**src/rtl/approx_stats_pkg.sv**
```systemverilog
// Shared constants and state encoding for the approximate-multiplier error statistics block.
package approx_stats_pkg;

    localparam int DEF_CNT_W    = 17;
    localparam int DEF_SUM_W    = 33;
    localparam int DRAIN_CYCLES = 2;
    localparam int SQ_W         = 48;

    typedef enum logic [1:0] {IDLE, RUN, DRAIN, DONE} state_t;

endpackage

```
**src/rtl/err_metric_unit.sv**
```systemverilog
// Two-stage error datapath: S1 registers operands and the exact product,
// S2 registers the signed difference (approx - exact) and its magnitude.
module err_metric_unit
    import approx_stats_pkg::*;
(
    input  logic        clk,
    input  logic        rst_n,
    input  logic        valid,
    input  logic [7:0]  a,
    input  logic [7:0]  b,
    input  logic [15:0] approx,
    output logic        vld_p2,
    output logic [16:0] diff_p2,
    output logic [15:0] ed_p2,
    output logic [7:0]  a_p2,
    output logic [7:0]  b_p2
);

    logic        vld_p1;
    logic [7:0]  a_p1;
    logic [7:0]  b_p1;
    logic [15:0] approx_p1;
    logic [15:0] exact_p1;
    logic signed [16:0] diff_c;

    // |d| always fits 16 bits because both operands are 16-bit unsigned.
    function automatic logic [15:0] abs_ed(input logic signed [16:0] d);
        logic signed [16:0] n;
        n = -d;
        abs_ed = d[16] ? n[15:0] : d[15:0];
    endfunction

    // S1
    always_ff @(posedge clk or negedge rst_n) begin
        if (!rst_n) vld_p1 <= 1'b0;
        else        vld_p1 <= valid;
    end

    always_ff @(posedge clk) begin
        a_p1      <= a;
        b_p1      <= b;
        approx_p1 <= approx;
        exact_p1  <= {8'b0, a} * {8'b0, b};
    end

    assign diff_c = $signed({1'b0, approx_p1}) - $signed({1'b0, exact_p1});

    // S2
    always_ff @(posedge clk or negedge rst_n) begin
        if (!rst_n) vld_p2 <= 1'b0;
        else        vld_p2 <= vld_p1;
    end

    always_ff @(posedge clk) begin
        diff_p2 <= diff_c;
        ed_p2   <= abs_ed(diff_c);
        a_p2    <= a_p1;
        b_p2    <= b_p1;
    end

endmodule

```
**src/rtl/approx_err_stats.sv**
```systemverilog
// Error-statistics accumulator for the 8x8 approximate multipliers.
// Optional sum of squared ED output enabled by macro APPROX_ERR_SQ_EN.
module approx_err_stats
    import approx_stats_pkg::*;
#(
    parameter int CNT_W = DEF_CNT_W,
    parameter int SUM_W = DEF_SUM_W
) (
    input  logic             clk,
    input  logic             rst_n,
    input  logic             start,
    input  logic             in_valid,
    output logic             in_ready,
    input  logic             in_last,
    input  logic [7:0]       a,
    input  logic [7:0]       b,
    input  logic [15:0]      prod_approx,
    output logic             busy,
    output logic             done,
    output logic [CNT_W-1:0] sample_cnt,
    output logic [CNT_W-1:0] err_cnt,
    output logic [SUM_W-1:0] ed_sum,
    output logic [SUM_W:0]   err_sum,
    output logic [15:0]      max_ed,
    output logic [7:0]       max_a,
    output logic [7:0]       max_b,
    output logic             cnt_ovf
`ifdef APPROX_ERR_SQ_EN
    ,
    output logic [SQ_W-1:0]  sq_sum
`endif
);

    state_t      state_q;
    state_t      state_d;
    logic [1:0]  drain_cnt;
    logic        accept;
    logic        clear;
    logic        vld_p2;
    logic [16:0] diff_p2;
    logic [15:0] ed_p2;
    logic [7:0]  a_p2;
    logic [7:0]  b_p2;

    function automatic logic [CNT_W-1:0] sat_inc(input logic [CNT_W-1:0] v);
        sat_inc = (v == '1) ? v : v + CNT_W'(1);
    endfunction

    assign in_ready = (state_q == RUN);
    assign busy     = (state_q == RUN) || (state_q == DRAIN);
    assign accept   = in_valid && in_ready;
    assign clear    = start && ((state_q == IDLE) || (state_q == DONE));

    always_comb begin
        state_d = state_q;
        case (state_q)
            IDLE, DONE: if (start) state_d = RUN;
            RUN:        if (accept && in_last) state_d = DRAIN;
            DRAIN:      if (drain_cnt == 2'(DRAIN_CYCLES - 1)) state_d = DONE;
            default:    state_d = IDLE;
        endcase
    end

    always_ff @(posedge clk or negedge rst_n) begin
        if (!rst_n) begin
            state_q   <= IDLE;
            drain_cnt <= 2'd0;
            done      <= 1'b0;
        end else begin
            state_q   <= state_d;
            drain_cnt <= (state_q == DRAIN) ? drain_cnt + 2'd1 : 2'd0;
            done      <= (state_q == DRAIN) && (state_d == DONE);
        end
    end

    err_metric_unit u_metric (
        .clk     (clk),
        .rst_n   (rst_n),
        .valid   (accept),
        .a       (a),
        .b       (b),
        .approx  (prod_approx),
        .vld_p2  (vld_p2),
        .diff_p2 (diff_p2),
        .ed_p2   (ed_p2),
        .a_p2    (a_p2),
        .b_p2    (b_p2)
    );

    // Acceptance-time counting; a beat arriving at full scale is dropped and flagged.
    always_ff @(posedge clk or negedge rst_n) begin
        if (!rst_n) begin
            sample_cnt <= '0;
            cnt_ovf    <= 1'b0;
        end else if (clear) begin
            sample_cnt <= '0;
            cnt_ovf    <= 1'b0;
        end else if (accept) begin
            sample_cnt <= sat_inc(sample_cnt);
            if (sample_cnt == '1) cnt_ovf <= 1'b1;
        end
    end

    // Accumulation from S2 results
    always_ff @(posedge clk or negedge rst_n) begin
        if (!rst_n) begin
            err_cnt <= '0;
            ed_sum  <= '0;
            err_sum <= '0;
            max_ed  <= '0;
            max_a   <= '0;
            max_b   <= '0;
        end else if (clear) begin
            err_cnt <= '0;
            ed_sum  <= '0;
            err_sum <= '0;
            max_ed  <= '0;
            max_a   <= '0;
            max_b   <= '0;
        end else if (vld_p2) begin
            if (ed_p2 != 16'd0) err_cnt <= err_cnt + CNT_W'(1);
            ed_sum  <= ed_sum + SUM_W'(ed_p2);
            err_sum <= err_sum + {{(SUM_W-16){diff_p2[16]}}, diff_p2};
            // Strict compare keeps the first sample on ties.
            if (ed_p2 > max_ed) begin
                max_ed <= ed_p2;
                max_a  <= a_p2;
                max_b  <= b_p2;
            end
        end
    end

`ifdef APPROX_ERR_SQ_EN
    logic [31:0] ed_sq;
    assign ed_sq = {16'b0, ed_p2} * {16'b0, ed_p2};

    always_ff @(posedge clk or negedge rst_n) begin
        if (!rst_n)      sq_sum <= '0;
        else if (clear)  sq_sum <= '0;
        else if (vld_p2) sq_sum <= sq_sum + SQ_W'(ed_sq);
    end
`endif

endmodule

```
**config.mk**
```make
export PLATFORM = sky130hd
export DESIGN_NAME = approx_err_stats
export DESIGN_NICKNAME = d
export VERILOG_FILES = /design/src/rtl/approx_stats_pkg.sv /design/src/rtl/err_metric_unit.sv /design/src/rtl/approx_err_stats.sv
export SDC_FILE = /design/constraint.sdc
export NUM_CORES = 1
export LEC_CHECK = 0
export ABC_AREA = 1
export CAP_MARGIN = 30
export CORE_MARGIN = 2
export CORE_UTILIZATION = 29
export DETAILED_ROUTE_END_ITERATION = 16
export DONT_BUFFER_PORTS = 1
export PLACE_DENSITY = 0.48
export SLEW_MARGIN = 10
export SYNTH_ARGS = -nofsm -noshare
export SYNTH_HDL_FRONTEND = slang
export SYNTH_SLANG_ARGS = --single-unit
export TNS_END_PERCENT = 50
```
**constraint.sdc**
```tcl
create_clock -name clk -period 2.45 [get_ports clk]
set_input_delay 0.1225 -clock clk [delete_from_list [all_inputs] [get_ports clk]]
set_output_delay 0.1225 -clock clk [all_outputs]
set_load 0.01 [all_outputs]
```
==> results of run 1 <==
-- placed cells by master (no fill, tap or decap), types with 11 or more instances in the layout --
cell type                       netlist  routed
sky130_fd_sc_hd__inv_2               10      18
sky130_fd_sc_hd__nor2_2              12      11
sky130_fd_sc_hd__o21ai_1             18      22
sky130_fd_sc_hd__o21ai_0             84      76
sky130_fd_sc_hd__nor3_1              34      32
sky130_fd_sc_hd__ha_1               124     111
sky130_fd_sc_hd__clkbuf_16            0      38
sky130_fd_sc_hd__nand2_1            570     539
sky130_fd_sc_hd__nand2_2             12      41
sky130_fd_sc_hd__o31ai_1             15      15
sky130_fd_sc_hd__a21oi_1            138     131
sky130_fd_sc_hd__xor2_1              24      24
sky130_fd_sc_hd__o21a_1              11      11
sky130_fd_sc_hd__buf_4                3     109
sky130_fd_sc_hd__nand3_2              7      14
sky130_fd_sc_hd__dlygate4sd3_1        0      36
sky130_fd_sc_hd__dfxtp_1             96      93
sky130_fd_sc_hd__nand4_1             26      26
sky130_fd_sc_hd__dfrtp_1            141     141
sky130_fd_sc_hd__inv_1              322     313
sky130_fd_sc_hd__nor2_1             138     133
sky130_fd_sc_hd__nand3_1            126     119
sky130_fd_sc_hd__fa_1                39      36
-- state kept, by name, indices dropped and copies added, names as in the netlist, 15 cells and up --
| name | flops |
|---|---|
| ed_sum | 33 |
| u_metric.exact_p1 | 16 |
| sample_cnt | 17 |
| max_ed | 16 |
| u_metric.diff_p2 | 17 |
| err_cnt | 17 |
| u_metric.approx_p1 | 16 |
| u_metric.ed_p2 | 15 |
| err_sum | 34 |
-- power breakdown --
part           internal (W)  total (W)  switching [W]
clock network       0.00291    0.00481        0.00190
logic               0.00474     0.0124        0.00763
registers           0.00496    0.00613        0.00117
-- metrics by stage --
| step | setup WS (ps) | setup TNS, ps | std cells | power, W |
|---|---|---|---|---|
| finish | -300 | -2010 | 2922 | 0.0233 |
| CTS | -279 | -1770 | 2912 | 0.0231 |
| detailed placement | -966 | -10790 | 2816 | 0.0179 |
| global placement | -994 | -11220 | 2816 | 0.0178 |
| global route | -426 | -3880 | 2922 | 0.0255 |
| floorplan | -1010 | -8010 | 2066 | 0.0139 |
-- area by class of cell --
| type | count | area share |
|---|---|---|
| Inverter | 332 | 0.0665 |
| Multi-Input combinational cell | 1449 | 0.465 |
| Clock inverter | 13 | 0.00639 |
| Sequential cell | 237 | 0.290 |
| Timing Repair Buffer | 158 | 0.0731 |
| Clock buffer | 45 | 0.0524 |
| Tap cell | 688 | 0.0458 |
-- logic make-up after synthesis --
kind of cell	count (synthesis)
adders and majority gates	163
DFF	237
and+or+nand+nor	957
xor gates and xnor gates	30
AOI/OAI and AO/OA	299
buffers and inverters	380
-- Yosys cell counts, types with 2 or more instances --
library cell,count,area share
sky130_fd_sc_hd__o211ai_1,2,0.00098
sky130_fd_sc_hd__nand4_1,26,0.011
sky130_fd_sc_hd__dfrtp_1,141,0.23
sky130_fd_sc_hd__nand3_2,7,0.0046
sky130_fd_sc_hd__buf_4,3,0.0015
sky130_fd_sc_hd__o21a_1,11,0.0054
sky130_fd_sc_hd__o21ai_1,18,0.0059
sky130_fd_sc_hd__a22o_1,2,0.0011
sky130_fd_sc_hd__xor2_1,24,0.014
sky130_fd_sc_hd__dfxtp_1,96,0.13
sky130_fd_sc_hd__nor4_1,10,0.0041
sky130_fd_sc_hd__o21ai_0,84,0.028
sky130_fd_sc_hd__nor2_2,12,0.0049
sky130_fd_sc_hd__buf_1,6,0.0015
sky130_fd_sc_hd__nor2_1,138,0.034
sky130_fd_sc_hd__nand3_1,126,0.041
sky130_fd_sc_hd__nor3_2,3,0.0020
sky130_fd_sc_hd__nor3_1,34,0.011
sky130_fd_sc_hd__ha_1,124,0.10
sky130_fd_sc_hd__a32o_1,4,0.0026
sky130_fd_sc_hd__buf_2,9,0.0030
sky130_fd_sc_hd__xnor2_1,6,0.0034
sky130_fd_sc_hd__nor2_4,3,0.0022
sky130_fd_sc_hd__o22ai_1,3,0.0012
sky130_fd_sc_hd__a21oi_1,138,0.045
sky130_fd_sc_hd__a31oi_1,7,0.0029
sky130_fd_sc_hd__fa_1,39,0.051
sky130_fd_sc_hd__nand2_2,12,0.0049
sky130_fd_sc_hd__nand2_1,570,0.14
sky130_fd_sc_hd__a21boi_0,2,0.00098
sky130_fd_sc_hd__or2_2,2,0.00082
sky130_fd_sc_hd__a21o_1,2,0.00098
sky130_fd_sc_hd__buf_6,3,0.0022
sky130_fd_sc_hd__clkbuf_1,27,0.0066
sky130_fd_sc_hd__nand3b_1,10,0.0049
sky130_fd_sc_hd__o21ai_2,2,0.0011
sky130_fd_sc_hd__inv_2,10,0.0025
sky130_fd_sc_hd__inv_1,322,0.079
sky130_fd_sc_hd__o31ai_1,15,0.0074
sky130_fd_sc_hd__o21bai_1,6,0.0030
-- final timing paths --
path	from	end	slack [ps]	depth (start not counted)
worst min register to register	u_metric.b_p1[5]	u_metric.b_p2[5]	330	0
min in group clk	a[2]	u_metric.exact_p1[2]	40	5
worst max-delay path	a[3]	u_metric.exact_p1[13]	-300	19
max in group asynchronous	rst_n	max_a[3]	2940	0
worst max register to register	u_metric.approx_p1[0]	u_metric.ed_p2[3]	70	18
worst min-delay path	rst_n	err_sum[14]	-770	0
-- timing repair --
| action | CTS | global route |
|---|---|---|
| endpoints found under the setup margin | 28 | 58 |
| resized for setup | 14 | 90 |
| setup buffers | 3 | 7 |
| gates cloned | 0 | 2 |
| hold buffers | 35 | 1 |
| hold endpoints to repair | 188 | 142 |
| pin swaps | 6 | 20 |
-- layer usage --
metal,global-route usage,vias to the layer above,wire length (µm)
met2,0.289,220,22500
met5,0,-,0
met4,0.0358,0,695
met3,0.0364,45,2570
met1,0.218,6351,21200
li1,-,6917,-
==> summary.txt, run 1 <==
Critical path
  – Most used cell along the critical path: sky130_fd_sc_hd__nand2_2
  – Longest individual stage delay on the worst path: roughly 520 ps
  – Nature of the critical path endpoint: flip-flop
  – Crit-path max FO: 9
  – Crit path max-delay family: adder cells
  – Start-to-end type of the worst setup path: input pin to flip-flop
  – Type of element launching the critical path: input pin
  – Worst path cell trace: nand2_8 -> inv_4 -> fa_1 -> inv_1 -> fa_1 -> inv_2 -> fa_1 -> inv_1 -> fa_1 -> inv_2 -> ha_4 -> nand2_2 -> inv_2 -> nand2_2 -> nand2_2 -> nand2_2 -> nand2_2 -> a31oi_1 -> xor2_1
  – Critical path's slowest cell: sky130_fd_sc_hd__fa_1
  – Sum of buffers and inverters on the critical path: 6
  – Worst endpoint required time: 2930 ps
  – Endpoint arrival time on the critical path: around 3200 ps

Die
  – Chip width: about 230 µm
  – Total I/O pin count: around 170
  – Placeable core region: between 50,000 and 60,000 µm²
  – Die outline height: 233 µm
  – Std cell rows: 84
  – Effective utilization at floorplan: 0.292
  – Die area: ~54,000 µm²

GRT
  – Global Route Usage Sum: 0.169
  – Global-route wire length before repair: around 73,000 µm
  – Maximum number of pins on one net before global-route repair: between 100 and 150
  – Global route total overflow: 0
  – Number of antenna violations at the first check in global routing: 0
  – Vias in the first global route: approximately 13,000

Clock tree
  – Count of H-tree levels built during CTS: 1
  – Clock net sink count: 237
  – Number of buffers created by CTS: 31
  – Clock transition at path regs: 70 ps
  – Root buffer cell: sky130_fd_sc_hd__clkbuf_16
  – Clock Path Buffers: 3
  – Clock tree from TritonCTS: done
  – Later-pin clock latency in the skew report: 600 ps

Timing
  – Finish-stage setup viols: 8
  – Count of pins over their slew limit: 0
  – Final critical-path share of the clock period: 1.12
  – Worst rel slew slack: 0.624
  – Worst Max-Slew Pin Slew: 564 ps
  – Minimum period implied by the final worst setup slack: between 2000 and 3000 ps
  – Skew final: slightly below 30 ps
  – Setup repair after global routing missed its margin: true
  – Endpoints failing hold: roughly 140
  – Worst slack on hold paths: -771 ps
  – Setup ws final: -300 ps
  – Maximum clock rate: between 0.3 and 0.4 GHz

Drt
  – Final routed DRC violation total: 0
  – Via/cell ratio: roughly 4.6
  – Vias: around 14,000
  – WL/cell: between 15 and 20 µm
  – Length of the first detailed-routing pass in iterations: 6
  – Remaining number of nets flagged by the antenna check after routing: 0
  – Violation count after the first detailed-routing iteration: 614
  – Aggregate routed wire length: approximately 47,000 µm

Yosys
  – Netlist cell types: 47
  – Number of enable-type register cells in the synthesized netlist: 0
  – Synthesized cell area: between 15,000 and 20,000 µm²
  – Synth Area in Compound Gates: 0.109
  – Fraction of synthesized area in multiplexers: 0
  – XOR/XNOR Fraction of Synth Area: 0.0172
  – Main combinational cell family by area after synthesis: simple AND/OR/NAND/NOR gates
  – Count of yosys warnings during synthesis: 0
  – Post-Synthesis Mean Instance Area: 7.39 µm²
  – FF+latch count, synth: approximately 240
  – Fraction of registers with async set or reset after synthesis: 0.595
  – Post-synthesis simple-gate area fraction: 0.268
  – Post-synthesis adder-cell area fraction: 0.153
  – Gate count of the mapped netlist: 2,066
  – Net count of the mapped netlist: between 2,000 and 2,500
  – Top flip-flop cell by instance count after synthesis: sky130_fd_sc_hd__dfrtp_1
  – Seq/Total Area, Yosys: 0.357

Run
  – Max cap viols: 0

Placed design
  – Port bufs: 0
  – Post-detailed-placement half-perimeter wirelength: approximately 36,000 µm
  – Placed cell area: around 17,000 µm²
  – Final weighted congestion in routability-driven placement: 0.886

Final layout
  – Total area of sequential cells: 5460 µm²
  – Antenna Cells: 0
  – Final non-filler cell area: 18,800 µm²
  – Final core utilization: 0.359
  – Number of nets in the layout: between 2,000 and 2,500
  – Post-synthesis to final-layout area growth: 23.1%
  – Fraction of final layout cells with drive strength greater than 1: 0.144
  – Area of the multi-input gates: 8750 µm²
  – Number of inserted filler cells in the final layout: 5,550

Pwr
  – Total leakage power: roughly 9.4 nW
  – Max rail drop VDD: approximately 0.64 mV
  – Power density normalized to cell area: about 1200 nW/µm²

Run status
  – Violated checks: hold timing, setup timing
  – Run status: complete, but fails checks

Worst hold path
  – Worst min-delay path class: input pin to asynchronous set/reset pin
No activity file was read; power rests on OpenSTA's default activity.
==> run 2, diff against run 1 <==
--- a/config.mk
+++ b/config.mk
@@ -11,9 +11,9 @@
 export CORE_UTILIZATION = 29
 export DETAILED_ROUTE_END_ITERATION = 16
 export DONT_BUFFER_PORTS = 1
-export PLACE_DENSITY = 0.48
 export SLEW_MARGIN = 10
 export SYNTH_ARGS = -nofsm -noshare
 export SYNTH_HDL_FRONTEND = slang
+export SYNTH_HIERARCHICAL = 1
 export SYNTH_SLANG_ARGS = --single-unit
 export TNS_END_PERCENT = 50
==> constraint.sdc (replaced) <==
create_clock -name clk -period 2.45 [get_ports clk]
set_input_delay 0.245 -clock clk [delete_from_list [all_inputs] [get_ports clk]]
set_output_delay 0.245 -clock clk [all_outputs]
set_load 0.01 [all_outputs]
==> summary.txt, run 2 <==
Final layout
  – Largest reg by FF count: err_sum
  – Commonest non-fill, non-tap cell in the layout: sky130_fd_sc_hd__nand2_1
  – Fraction of final layout cells with drive strength greater than 1: 0.113
  – Final cell count without fillers: between 3,000 and 4,000
  – Post-synthesis to final-layout area growth: 20.2%
  – Number of inserted filler cells in the final layout: between 5,000 and 6,000
  – Number of nets in the layout: about 2,500
  – Final core utilization: 0.353
  – Top library cells by usage in the layout, fill and taps aside: sky130_fd_sc_hd__nand2_1, sky130_fd_sc_hd__inv_1, sky130_fd_sc_hd__nor2_1
  – Number of flip-flops in the largest register: 34
  – Top flop regs: err_sum (34), ed_sum (33)

Placed design
  – Instance count after placement with tap cells included: about 2,900
  – Final weighted congestion in routability-driven placement: around 0.9
  – Post-detailed-placement half-perimeter wirelength: roughly 37,000 µm
  – Port bufs: 0

Critical path
  – Crit path max-delay family: adder cells
  – Worst endpoint required time: 2980 ps
  – Type of element launching the critical path: input pin
  – Crit-path max FO: 9
  – Start-to-end type of the worst setup path: input pin to flip-flop
  – Endpoint arrival time on the critical path: between 3000 and 4000 ps
  – Sum of buffers and inverters on the critical path: 3
  – Nature of the critical path endpoint: flip-flop
  – Longest individual stage delay on the worst path: 560 ps
  – Worst path cell trace: nand2_1 -> inv_1 -> fa_1 -> fa_1 -> fa_1 -> inv_1 -> fa_1 -> inv_2 -> ha_4 -> a21oi_4 -> a21boi_4 -> o21ai_2 -> a31oi_1 -> xor2_1
  – Most used cell along the critical path: sky130_fd_sc_hd__fa_1
  – Critical path's slowest cell: sky130_fd_sc_hd__fa_1

Clock tree
  – Number of buffers created by CTS: 30
  – Later-pin clock latency in the skew report: 610 ps
  – Hold Buf Count CTS: 35
  – Count of H-tree levels built during CTS: 1
  – Root buffer cell: sky130_fd_sc_hd__clkbuf_16
  – Clock tree from TritonCTS: done
  – Clock transition at path regs: about 60 ps
  – Clock Path Buffers: 3
  – Clock net sink count: between 200 and 250

GRT
  – Number of antenna violations at the first check in global routing: 1
  – Global-route wire length before repair: approximately 76,000 µm
  – Global route total overflow: 0
  – Global Route Usage Sum: 0.168
  – Maximum number of pins on one net before global-route repair: 142
  – Vias in the first global route: 14,169

Drt
  – WL/cell: 16.0 µm
  – Final routed DRC violation total: 0
  – Remaining number of nets flagged by the antenna check after routing: 0
  – Length of the first detailed-routing pass in iterations: 7
  – Via/cell ratio: 4.77
  – Violation count after the first detailed-routing iteration: between 800 and 900
  – Aggregate routed wire length: roughly 48,000 µm
  – Vias: 14,418

Timing
  – Final critical-path share of the clock period: 1.20
  – Worst slack on hold paths: -669 ps
  – Setup repair after global routing missed its margin: true
  – Maximum clock rate: roughly 0.34 GHz
  – Endpoints failing hold: between 100 and 150
  – Worst Max-Slew Pin Slew: 884 ps
  – Setup ws final: -488 ps
  – Worst rel slew slack: 0.410
  – Finish-stage setup viols: 10
  – Minimum period implied by the final worst setup slack: about 2900 ps
  – Skew final: roughly 18 ps
  – Count of pins over their slew limit: 0

Yosys
  – Cell type with the largest total area after synthesis: sky130_fd_sc_hd__dfrtp_1
  – Fraction of synthesized area in multiplexers: 0
  – Top flip-flop cell by instance count after synthesis: sky130_fd_sc_hd__dfrtp_1
  – Synth top area cells: sky130_fd_sc_hd__dfrtp_1, sky130_fd_sc_hd__nand2_1, sky130_fd_sc_hd__dfxtp_1, sky130_fd_sc_hd__ha_1, sky130_fd_sc_hd__inv_1
  – Post-synthesis adder-cell area fraction: 0.147
  – Post-Synthesis Mean Instance Area: about 7 µm²
  – Count of yosys warnings during synthesis: 6
  – Gate count of the mapped netlist: around 2,200
  – XOR/XNOR Fraction of Synth Area: 0.0171
  – Fraction of registers with async set or reset after synthesis: 0.595
  – Synth Area in Compound Gates: 0.0870
  – Main combinational cell family by area after synthesis: simple AND/OR/NAND/NOR gates
  – Leading cell types by count after synthesis: sky130_fd_sc_hd__nand2_1, sky130_fd_sc_hd__inv_1, sky130_fd_sc_hd__nor2_1
  – Area share of the leading cell type in the synthesized netlist: 0.223
  – Netlist cell types: 50
  – FF+latch count, synth: around 240
  – Post-synthesis simple-gate area fraction: 0.304
  – Dominant cell by count in the synthesized netlist: sky130_fd_sc_hd__nand2_1
  – Synthesized cell area: around 16,000 µm²
  – Number of enable-type register cells in the synthesized netlist: 0
  – Net count of the mapped netlist: around 2,400
  – Seq/Total Area, Yosys: 0.344

Pwr
  – Total leakage power: around 10 nW
  – Max rail drop VDD: approximately 0.65 mV
  – Power density normalized to cell area: roughly 1300 nW/µm²
  – Overall power consumption: roughly 0.024 W

Die
  – Placeable core region: roughly 54,000 µm²
  – Chip width: between 200 and 250 µm
  – Std cell rows: 85
  – Die area: roughly 57,000 µm²
  – Total I/O pin count: roughly 170
  – Die outline height: about 240 µm
  – Effective utilization at floorplan: 0.294

Run status
  – Violated checks: hold timing, setup timing
  – Run status: complete, but fails checks

Run
  – Max cap viols: 0

Worst hold path
  – Worst min-delay path class: input pin to asynchronous set/reset pin
[run 2: changes by cell type after synthesis, sizes merged, moves of 18 or more]
cell,delta
a21oi,-18
nand4,+47
nand3,+24
nor2,+25
inv,+23
nand2,+73
[run 2: routing by layer]
layer	GRT usage	wire [µm]	vias to the layer above
li1	-	-	7249
met1	0.212	21000	6763
met2	0.281	22600	330
met3	0.0462	3630	76
met4	0.0492	1190	0
met5	0	0	-
[run 2: worst reg2reg max path, delay by kind of cell, from the launching register on]
family | cells | cell delay [ps]
buffers and inverters | 3 | 310
AND/OR/NAND/NOR | 9 | 710
AO/OA/AOI/OAI | 1 | 260
XOR/XNOR | 1 | 130
adder cells (fa/ha/maj) | 2 | 500
flip-flops | 1 | 320
[run 2: path summary, 6_finish.rpt]
kind	to	cells after the start	slack [ps]	startpoint
min in group clk	ed_sum[24]	3	50	start
hold reg to reg	u_metric/a_p2[3]	0	330	u_metric/a_p1[3]
hold / removal	err_cnt[12]	0	-670	rst_n
setup reg to reg	u_metric/ed_p2[2]	16	110	u_metric/approx_p1[0]
max in group asynchronous	err_sum[20]	0	2890	rst_n
setup / recovery	u_metric/exact_p1[13]	14	-490	a[2]
[run 2: per-stage QoR]
step / hold slack, ps / setup TNS, ps / worst slack (ps) / instance area (µm²)
floorplan: -50.6 / -9380 / -1090 / 16000
global placement: -46.9 / -9760 / -1060 / 17200
detailed placement: -47.0 / -10070 / -1110 / 17200
CTS: -708 / -2640 / -409 / 18700
global route: -704 / -4250 / -576 / 19000
finish: -669 / -3330 / -488 / 19000
[run 2: area by class of cell]
class,instances,area (µm²),share of cell area
clock inverters,12,120,0.00631
well taps,696,871,0.0457
inverters,355,1340,0.0702
clock buffers,44,950,0.0499
flip-flops and latches,237,5450,0.286
repair buffers,120,1100,0.0580
diodes,1,2.50,0.000131
multi-input cells,1558,9210,0.483
[run 2: report_power, final]
group / internal (W) / switching [W] / total [W]
logic: 0.00486 / 0.00833 / 0.0132
clock network: 0.00281 / 0.00187 / 0.00468
registers: 0.00496 / 0.00137 / 0.00633
total: 0.0126 / 0.0116 / 0.0242
[run 2: kinds of logic after synthesis]
kind of cell	Yosys count
flip-flops	237
buffers and inverters	410
AO/OA/AOI/OAI	246
AND/OR/NAND/NOR	1119
XOR/XNOR	30
adder cells (fa/ha/maj)	163
[run 2: what timing repair did]
action	in CTS	in global routing
resized for setup	16	69
setup endpoints to repair	9	30
hold endpoints to repair	178	141
gates cloned	0	2
buffers inserted	2	9
pin swaps	19	46
==> run 3, diff against run 2 <==
--- a/config.mk
+++ b/config.mk
@@ -11,6 +11,7 @@
 export CORE_UTILIZATION = 29
 export DETAILED_ROUTE_END_ITERATION = 16
 export DONT_BUFFER_PORTS = 1
+export MAX_ROUTING_LAYER = met4
 export SLEW_MARGIN = 10
 export SYNTH_ARGS = -nofsm -noshare
 export SYNTH_HDL_FRONTEND = slang
==> summary.txt, run 3 (synthesis gave the netlist of run 2 again) <==
Run status
  – Run status: complete, but fails checks
  – Violated checks: hold timing, setup timing

Placed design
  – Final weighted congestion in routability-driven placement: 0.938
  – Placement Setup Slack: -1160 ps
  – Port bufs: 0
  – Post-detailed-placement half-perimeter wirelength: 37,200 µm

Run
  – Max cap viols: 0

GRT
  – Vias in the first global route: 13,725
  – Number of antenna violations at the first check in global routing: 0
  – Global route total overflow: 0
  – Global-route wire length before repair: roughly 76,000 µm
  – Global Route Usage Sum: 0.173
  – Maximum number of pins on one net before global-route repair: 142

Critical path
  – Reg-to-reg endpoint: u_metric/ed_p2[8]
  – Logic depth of the worst register-to-register path: 16
  – Worst endpoint required time: ~2900 ps
  – Type of element launching the critical path: input pin
  – Start of the worst register-to-register path: u_metric/approx_p1[0]
  – Start-to-end type of the worst setup path: input pin to flip-flop
  – Nature of the critical path endpoint: flip-flop
  – Crit-path max FO: 9
  – Internal reg-to-reg setup slack: roughly 160 ps
  – Capture point of the worst path: u_metric/exact_p1[14]
  – Critical Path Source: b[2]
  – Endpoint arrival time on the critical path: approximately 3500 ps

Clock tree
  – Number of buffers created by CTS: 29
  – Clock transition at path regs: 60 ps
  – Root buffer cell: sky130_fd_sc_hd__clkbuf_16
  – Count of H-tree levels built during CTS: 1
  – Clock net sink count: ~240
  – Clock Path Buffers: 3
  – Clock tree from TritonCTS: done
  – Hold Buf Count CTS: 35
  – Later-pin clock latency in the skew report: between 500 and 600 ps

Timing
  – Maximum clock rate: about 0.33 GHz
  – Skew final: 14.6 ps
  – Worst rel slew slack: 0.643
  – Finish-stage setup viols: 9
  – Worst slack on hold paths: -637 ps
  – Minimum period implied by the final worst setup slack: about 3000 ps
  – Setup ws final: -540 ps
  – Endpoints failing hold: ~140
  – Setup repair after global routing missed its margin: true
  – Worst Max-Slew Pin Slew: roughly 540 ps
  – Final critical-path share of the clock period: 1.22
  – Setup total negative slack: -3900 ps
  – Count of pins over their slew limit: 0

Die
  – Effective utilization at floorplan: 0.294
  – Chip width: ~240 µm
  – Std cell rows: 85
  – Placeable core region: 53,900 µm²
  – Total I/O pin count: 174
  – Die outline height: between 200 and 250 µm
  – Die area: 56,500 µm²

Final layout
  – Post-synthesis to final-layout area growth: 19.1%
  – Largest reg by FF count: err_sum
  – Commonest non-fill, non-tap cell in the layout: sky130_fd_sc_hd__nand2_1
  – Number of flip-flops in the largest register: 34
  – Top flop regs: err_sum (34), ed_sum (33)
  – Antenna Cells: 0
  – Number of nets in the layout: between 2,000 and 2,500
  – Number of inserted filler cells in the final layout: between 5,000 and 6,000
  – Top library cells by usage in the layout, fill and taps aside: sky130_fd_sc_hd__nand2_1, sky130_fd_sc_hd__inv_1, sky130_fd_sc_hd__nor2_1
  – Fraction of final layout cells with drive strength greater than 1: 0.108

Drt
  – Remaining number of nets flagged by the antenna check after routing: 0
  – Final routed DRC violation total: 0
  – Aggregate routed wire length: roughly 49,000 µm
  – Via/cell ratio: ~4.8
  – Vias: 14,457
  – WL/cell: ~16 µm
  – Violation count after the first detailed-routing iteration: roughly 950
  – Length of the first detailed-routing pass in iterations: 5

Pwr
  – Power density normalized to cell area: ~1300 nW/µm²
  – Total leakage power: slightly below 10 nW
  – Max rail drop VDD: 0.652 mV

Worst hold path
  – Worst min-delay path class: input pin to asynchronous set/reset pin
==> run 3: routing by layer <==
layer / up-vias / global-route usage / part of all wire
met1: 6790 / 0.219 / 0.45
li1: 7232 / - / -
met3: 73 / 0.0459 / 0.069
met2: 362 / 0.272 / 0.46
met4: 0 / 0.0480 / 0.027
met5: - / - / 0
==> run 3: power breakdown <==
part	leakage [nW]	switching, W	total [W]	internal, W
combinational	6.70	0.00835	0.0132	0.00482
clock	0.497	0.00182	0.00457	0.00275
sequential	2.71	0.00139	0.00636	0.00496
==> run 3: final cells by class <==
| class | instances | area, µm² | share of cell area |
|---|---|---|---|
| Clock buffer | 41 | 861 | 0.0456 |
| Sequential cell | 237 | 5450 | 0.289 |
| Tap cell | 696 | 871 | 0.0461 |
| Multi-Input combinational cell | 1558 | 9170 | 0.486 |
| Inverter | 355 | 1340 | 0.0710 |
| Clock inverter | 12 | 151 | 0.00802 |
| Timing Repair Buffer | 112 | 1030 | 0.0544 |
==> run 3: how the worst min path moves through the flow <==
stage,end,from,depth (start not counted)
2_1_floorplan,cnt_ovf,rst_n,0
3_3_place_gp,err_cnt[16],rst_n,0
3_5_place_dp,err_cnt[16],rst_n,0
4_1_cts,err_cnt[12],rst_n,0
5_1_grt,err_cnt[12],rst_n,0
6_report,err_cnt[16],rst_n,0
==> run 3: critical path: stages <==
cell and delay (ps):
sky130_fd_sc_hd__nand2_8 40, sky130_fd_sc_hd__fa_1 500, sky130_fd_sc_hd__fa_1 530, sky130_fd_sc_hd__inv_1 50, sky130_fd_sc_hd__fa_1 490, sky130_fd_sc_hd__inv_2 40
sky130_fd_sc_hd__fa_2 570, sky130_fd_sc_hd__inv_2 50, sky130_fd_sc_hd__ha_4 270, sky130_fd_sc_hd__a21oi_1 290, sky130_fd_sc_hd__o21ai_2 80, sky130_fd_sc_hd__nand2_1 60
sky130_fd_sc_hd__nand3_1 80, sky130_fd_sc_hd__xor2_1 150
==> run 3: repair_timing <==
action / CTS / global route
hold endpoints to repair: 178 / 141
endpoints found under the setup margin: 10 / 26
pin swaps: 21 / 19
gates resized for setup: 22 / 56
buffers inserted: 2 / 6
==> run 3: metrics by stage <==
| stage | cells | hold WS [ps] | cell area (µm²) | total power (W) | utilization |
|---|---|---|---|---|---|
| final | 3011 | -637 | 18900 | 0.0241 | 0.350 |
| after global routing | 3011 | -670 | 18900 | 0.0262 | 0.350 |
| after CTS | 3006 | -672 | 18600 | 0.0237 | 0.345 |
| after detailed placement | 2916 | -47.5 | 17200 | 0.0187 | 0.318 |
| after global placement | 2916 | -47.1 | 17200 | 0.0185 | 0.318 |
| after floorplan | 2205 | -50.6 | 16000 | 0.0146 | - |
